==> src/rtl/div_hilo_ctrl.sv <==
// EX-stage sequencer for the multi-cycle signed divider; owns architectural HI/LO.
// Stalls EX from DIV issue until div_end; one DRAIN cycle separates successive launches.
module div_hilo_ctrl #(
    parameter int DIV_TIMEOUT = 40
) (
    input  logic        clk,
    input  logic        rst,
    input  logic        ex_div_req,
    input  logic [31:0] ex_op1,
    input  logic [31:0] ex_op2,
    input  logic        ex_mthi,
    input  logic        ex_mtlo,
    input  logic [31:0] ex_wdata,
    input  logic        ex_flush,
    output logic        div_begin,
    output logic [31:0] div_op1,
    output logic [31:0] div_op2,
    input  logic [31:0] div_result,
    input  logic [31:0] div_remainder,
    input  logic        div_end,
    output logic        stall_req,
    output logic        busy,
    output logic [31:0] hi,
    output logic [31:0] lo,
    output logic        div_err
);

    localparam int CW = $clog2(DIV_TIMEOUT + 1);

    typedef enum logic [1:0] {IDLE, RUN, DRAIN} state_t;

    state_t         state_q, state_d;
    logic           begin_q, begin_d;
    logic [31:0]    op1_q, op1_d;
    logic [31:0]    op2_q, op2_d;
    logic [31:0]    hi_q, hi_d;
    logic [31:0]    lo_q, lo_d;
    logic           sign_q, sign_d;
    logic           err_q, err_d;
    logic [CW-1:0]  cnt_q, cnt_d;
    logic           timeout;

    // Last RUN cycle allowed: the counter would reach DIV_TIMEOUT on this edge.
    assign timeout = (cnt_q == CW'(DIV_TIMEOUT - 1));

    always_ff @(posedge clk) begin
        if (rst) begin
            state_q <= IDLE;
            begin_q <= 1'b0;
            op1_q   <= '0;
            op2_q   <= '0;
            hi_q    <= '0;
            lo_q    <= '0;
            sign_q  <= 1'b0;
            err_q   <= 1'b0;
            cnt_q   <= '0;
        end else begin
            state_q <= state_d;
            begin_q <= begin_d;
            op1_q   <= op1_d;
            op2_q   <= op2_d;
            hi_q    <= hi_d;
            lo_q    <= lo_d;
            sign_q  <= sign_d;
            err_q   <= err_d;
            cnt_q   <= cnt_d;
        end
    end

    always_comb begin
        state_d   = state_q;
        begin_d   = begin_q;
        op1_d     = op1_q;
        op2_d     = op2_q;
        hi_d      = hi_q;
        lo_d      = lo_q;
        sign_d    = sign_q;
        err_d     = 1'b0;
        cnt_d     = cnt_q;
        stall_req = 1'b0;
        case (state_q)
            IDLE: begin
                if (ex_div_req) begin
                    // Divide by zero and flushed DIVs retire without touching the divider.
                    if (ex_op2 != 32'd0 && !ex_flush) begin
                        op1_d     = ex_op1;
                        op2_d     = ex_op2;
                        sign_d    = ex_op1[31];
                        begin_d   = 1'b1;
                        cnt_d     = '0;
                        stall_req = 1'b1;
                        state_d   = RUN;
                    end
                end else if (!ex_flush) begin
                    if (ex_mthi) hi_d = ex_wdata;
                    if (ex_mtlo) lo_d = ex_wdata;
                end
            end
            RUN: begin
                cnt_d     = cnt_q + CW'(1);
                stall_req = ~div_end;
                if (ex_flush) begin
                    begin_d = 1'b0;
                    state_d = DRAIN;
                end else if (div_end) begin
                    lo_d    = div_result;
                    hi_d    = sign_q ? (32'd0 - div_remainder) : div_remainder;
                    begin_d = 1'b0;
                    state_d = DRAIN;
                end else if (timeout) begin
                    begin_d   = 1'b0;
                    err_d     = 1'b1;
                    stall_req = 1'b0;
                    state_d   = DRAIN;
                end
            end
            DRAIN: begin
                stall_req = ex_div_req;
                if (!ex_flush) begin
                    if (ex_mthi) hi_d = ex_wdata;
                    if (ex_mtlo) lo_d = ex_wdata;
                end
                state_d = IDLE;
            end
            default: state_d = IDLE;
        endcase
    end

    assign div_begin = begin_q;
    assign div_op1   = op1_q;
    assign div_op2   = op2_q;
    assign hi        = hi_q;
    assign lo        = lo_q;
    assign div_err   = err_q;
    assign busy      = (state_q != IDLE);

endmodule
==> config.mk <==
export PLATFORM = sky130hd
export DESIGN_NAME = div_hilo_ctrl
export DESIGN_NICKNAME = d
export VERILOG_FILES = /design/src/rtl/div_hilo_ctrl.sv
export SDC_FILE = /design/constraint.sdc
export NUM_CORES = 1
export LEC_CHECK = 0
export ABC_AREA = 1
export CORE_AREA = 10 10 126 150
export DETAILED_ROUTE_END_ITERATION = 10
export DIE_AREA = 0 0 136 160
export PLACE_DENSITY = 0.87
export SLEW_MARGIN = 40
export SYNTH_ARGS = -nofsm -noshare
export SYNTH_HDL_FRONTEND = slang
export SYNTH_SLANG_ARGS = --single-unit
==> constraint.sdc <==
create_clock -name clk -period 1.75 [get_ports clk]
set_clock_uncertainty 0.05 [all_clocks]
set_input_delay 0.35 -clock clk [delete_from_list [all_inputs] [get_ports clk]]
set_output_delay 0.35 -clock clk [all_outputs]
set_load 0.02 [all_outputs]
# After elaboration in Yosys (flattened, before gate mapping)

Index checks and enable logic that the tools add are counted.

Mux-type cells: 35
Bitwise gates (word level): 2
Add/subtract/negate cells: 2
Reduce and logical (&&, ||, !) cells: 13
Eq/ne operators: 9

Operators with widths:

| operator                                                              | count |
|---|---|
| 32-bit two-way mux                                                    | 11 |
| 32-bit one-hot mux with 3 select lines                                | 2 |
| 32-bit nonzero test                                                   | 1 |
| 1-bit by 32-bit subtractor with 32-bit output, first input constant   | 1 |
| 6-bit two-way mux                                                     | 2 |
| 6-bit one-hot mux with 2 select lines                                 | 1 |
| 1-bit two-way mux                                                     | 11 |
| 2-bit two-way mux                                                     | 5 |
| 2-bit inequality test, second input constant                          | 5 |
| 3-bit AND reduction                                                   | 3 |
| 4-bit AND reduction                                                   | 2 |
| 6-bit by 1-bit adder with 6-bit output, second input constant         | 1 |
| 6-bit equality test, second input constant                            | 1 |
| 4-bit inequality test, second input constant                          | 1 |
| 2-bit one-hot mux with 2 select lines                                 | 1 |
| 2-bit nonzero test                                                    | 2 |
| 4-bit OR reduction                                                    | 1 |
| 1-bit one-hot mux with 3 select lines                                 | 1 |
| 3-bit nonzero test                                                    | 1 |
| 2-bit by 1-bit equality test with 1-bit output, second input constant | 1 |
| 2-bit equality test, second input constant                            | 1 |
| 2-bit logical NOT                                                     | 1 |
| 1-bit inverter                                                        | 2 |
| 1-bit one-hot mux with 2 select lines                                 | 1 |
| 2 further kinds                                                       | 2 |

Output and inout bits: 132
Logic and storage cells: 70
Flip-flop bits (word level): 139
Input bits: 167

# Longest topological paths before layout

Depth after elaboration: 5
Mapped depth: 11
Depth with buffers taken out: 11

# Worst setup path after synthesis

Ideal clock, no wire load.

Kind: input-to-output
From: input port ex_op2[11]
To: output port stall_req
Setup slack: -0.015 ns
Arrival time: 1.365 ns
Required time: 1.350 ns
Cell stages on the path: 8
Path buffers: 2
Cells stage by stage: nor2_1 > nand2_1 > nor2_1 > nand4_1 > nand4_2 > buf_6 > buf_2 > nand3_1

Longest elaborated chain between the ends: 5

RTL lines:

| element                               | RTL line | RTL |
|---|---|---|
| from (decl)                           | 10       | `input logic [31:0] ex_op2,` |
| 32-bit nonzero test                   | 85       | `if (ex_op2 != 32'd0 && !ex_flush) begin` |
| 1-bit logical AND                     | 85       |  |
| 1-bit two-way mux                     | 85       |  |
| 1-bit two-way mux                     | 83       | `if (ex_div_req) begin` |
| 1-bit one-hot mux with 3 select lines | 81       | `case (state_q)` |
| to (decl)                             | 21       | `output logic stall_req,` |

Every way passes these cells.

# Worst setup path in the final report

From: input port ex_op2[27]
To: register op2_q[26] (netlist: div_op2[26])

Longest elaborated chain between the ends: 3

RTL lines:

| element                              | RTL line | RTL |
|---|---|---|
| 32-bit nonzero test                  | 85       |  |
| 1-bit logical AND                    | 85       |  |
| 3-bit AND reduction (no source line) | -        |  |
| to (signal assigned)                 | 61       | `op2_q <= op2_d;` |
| to (decl)                            | 35       | `logic [31:0] op2_q, op2_d;` |

Every way passes these cells.
A chain may end at the register's enable or synchronous reset.

==> results.cfg <==
[outcome]
outcome = finished, violations left
violations = setup timing

[global_routing]
grt_first_pass_wirelength_um = 42230
grt-ovfl-total = 0
grt_max_degree = 68
antenna_found_initial = 0
grt.total_usage = 0.2427
grt_pass1_vias = 7788

[hold_path]
hold_path_class = in -> reg
hp-start = ex_op2[8]
worstHoldEndpoint = div_op2[8]
holdPathStages = 3

[worst_setup_path]
crit_fanout = 7
r2r-start = state_q[1]
worstSetupPathType = in -> reg
crit_buf_inv = 6
endpoint_kind = flip-flop
ff2ff_setup_slack_ns = -0.61
crit_path_max_incr_delay_ns = 0.55
crit_slowest_cell = a21oi_1
crit_required_ns = 1.95
rr_worst_depth = 10
path_delay_family = simple AND/OR/NAND/NOR gates
arrival_ns = 2.68
crit_chain = clkbuf_2 > nor2_2 > nand2_2 > nor2_4 > nand4_1 > nand4_4 > buf_6 > buf_6 > buf_6 > clkbuf_16 > buf_12 > o21ai_1 > a21oi_1
start_kind = input pin
r2r_end = div_op2[26]
timing.critical_path.mode_cell = buf_6

[finish]
seq_area_um2 = 2768
fillers = 988
drive_above_1_share = 0.2869
diodes = 0
fin_nets = 1512
multi_input_area_um2 = 3881
area_growth_pct = 88.41

[sta]
worst_pin_slew_ns = 0.6796
grt_setup_unrepaired = yes
fin_crit_ns = 2.472
fin_crit_sh = 1.413
setup_ws_ns = -0.7223
setup_violations = 95
finalHoldViolCount = 0
setup_tns_ns = -15.75
drv_slew = 0
maxSlewHeadroom = 0.5469
max_freq_mhz = 404.5

[synth]
synth_area_um2 = 6553
yosysWarnings = 0
synth_seq_cells = 138
synth_fp_nets = 1108
synth-seq-area-share = 0.4216
netlist_instances = 939
ys_types = 30
avgSynthCellArea_um2 = 6.978

[flow_run]
drv_cap = 0

[routing]
drt_iter0_markers = 992
wl_um = 38250
vias = 9046
via_per_inst = 5.769
drc_errors = 0
wl_per_cell_um = 24.40
antenna_left = 0
drtPass1Iterations = 6

[clock_network]
clockBufferDepth = 2
cts_tree = built
hold_buffers = 0
path_clk_slew_ns = 0.07
htree_num_levels = 4
cts_sinks = 138
clkLatencyLatePin_ns = 0.42
cts_buffers = 17
root_buffer = clkbuf_16

[floorplan]
start_util = 0.4091
fp-row-count = 51
fp.dieW_um = 136
fp.dieH_um = 160
core_area_um2 = 16020
die_area_um2 = 21760
ios = 299

[placement]
io_buffers = 298
dp.final_hpwl_um = 20630
post-place-ws_ns = -0.9048
gp_congestion = 0.9162

[power_and_ir_drop]
ir_worst_vdd_v = 0.0006431
leakagePower_nw = 5.458
cellPowerDensity_nw_per_um2 = 793.4
stage by stage:
| stage | cell area (um^2) | total power (W) | hold WS, ns | instances | util |
|---|---|---|---|---|---|
| final | 12350 | 0.009795 | 0.1784 | 1568 | 0.7708 |
| after global routing | 12350 | 0.01008 | 0.1801 | 1568 | 0.7708 |
| after CTS | 10910 | 0.009092 | 0.2239 | 1519 | 0.6814 |
| after detailed placement | 10290 | 0.005682 | 0.3843 | 1476 | 0.6424 |
| after global placement | 10290 | 0.005641 | 0.3792 | 1476 | 0.6424 |
| after floorplan | 6558 | 0.004473 | 0.4241 | 939 | - |
kinds of logic (layout without fill, tap and decap cells):
family / count (synthesis) / count (layout) / share of synthesized area
and+or+nand+nor: 330 / 330 / 0.2238
DFF: 138 / 138 / 0.4216
AOI/OAI and AO/OA: 302 / 302 / 0.2435
adders and majority gates: 2 / 2 / 0.003818
buffers and inverters: 167 / 584 / 0.1073
layer usage:
metal,vias to the layer above,GRT usage,part of all wire
met1,4260,0.2723,0.35
met3,158,0.05995,0.093
met2,634,0.4316,0.50
li1,3994,-,-
met5,-,0,0
met4,0,0.08341,0.054
placed cells by master (no fill, tap or decap), types with 40 or more instances in the layout:
cell             netlist  final
nand2_1              157    150
dfxtp_1              138    134
clkdlybuf4s50_1        0    133
dlygate4sd2_1          0    130
inv_1                102    100
buf_4                  3     88
nand3_1               80     78
a21oi_2                0     56
a31oi_1               52     50
o21ai_0              107     45
a21oi_1              104     44
o21ai_2                0     40
cells in the mapped netlist:
library cell / number / area [um^2]
nand2_1: 157 / 589.3
dfxtp_1: 138 / 2763
o21ai_0: 107 / 535.5
a21oi_1: 104 / 520.5
inv_1: 102 / 382.9
nand3_1: 80 / 400.4
a31oi_1: 52 / 325.3
nor2_1: 51 / 191.4
o21ai_1: 34 / 170.2
buf_2: 28 / 140.1
clkbuf_1: 23 / 86.33
nand4_1: 12 / 75.07
nand2_2: 7 / 43.79
nor3_1: 6 / 30.03
inv_2: 5 / 18.77
nor2_2: 5 / 31.28
buf_6: 4 / 45.04
buf_4: 3 / 22.52
nor2_4: 3 / 33.78
or2_2: 3 / 18.77
buf_1: 2 / 7.510
ha_1: 2 / 25.02
nand3b_1: 2 / 15.01
nand4_2: 2 / 25.02
o21bai_1: 2 / 15.01
o2111ai_1: 1 / 8.760
o211ai_1: 1 / 7.510
o211ai_2: 1 / 12.51
or2_0: 1 / 6.260
or2_1: 1 / 6.260
worst max-delay path by stage:
stage / from / endpoint / slack (ns) / depth (start not counted)
after floorplan: ex_op2[11] / stall_req / 0.04 / 8
after global placement: ex_op2[27] / stall_req / -0.86 / 8
after detailed placement: ex_op2[27] / stall_req / -0.90 / 8
after CTS: cnt_q[1] / stall_req / -0.21 / 7
after global routing: ex_op2[27] / div_op2[26] / -0.66 / 13
final: ex_op2[27] / div_op2[26] / -0.72 / 13
flip-flops by register name, summed over array words and instances, names as in the netlist:
register	flops
div_op1	32
div_op2	32
hi	32
lo	32
cnt_q	6
state_q	2
div_begin	1
div_err	1
power breakdown:
part           switching (W)  internal, W  total (W)
clock network        0.00162      0.00201    0.00363
registers           0.000134      0.00337    0.00350
logic                0.00149      0.00117    0.00266
total                0.00325      0.00655    0.00980
cell type report:
type                       instances  area share
multi-input combinational        634      0.3144
timing repair buffer             445      0.3592
tap                              212     0.02149
clock inverter                    15     0.01257
sequential                       138      0.2242
inverter                         107     0.03375
clock buffer                      17     0.03446
worst register-to-register path: stages, from the launching register on:
cell,delay (ns)
dfxtp_2,0.35
buf_6,0.12
nor2_4,0.15
nand4_4,0.15
buf_6,0.16
buf_6,0.10
buf_6,0.12
buf_12,0.15
buf_8,0.13
clkbuf_16,0.15
a21oi_1,0.56
repair_timing:
action                                  in CTS  in global routing
pin swaps                                   34                 91
endpoints found under the hold margin        0                  0
cloned                                       2                 25
resized for setup                          214                308
setup buffers                               10                 27
endpoints found under the setup margin     261                131
No activity file was read; power rests on OpenSTA's default activity.
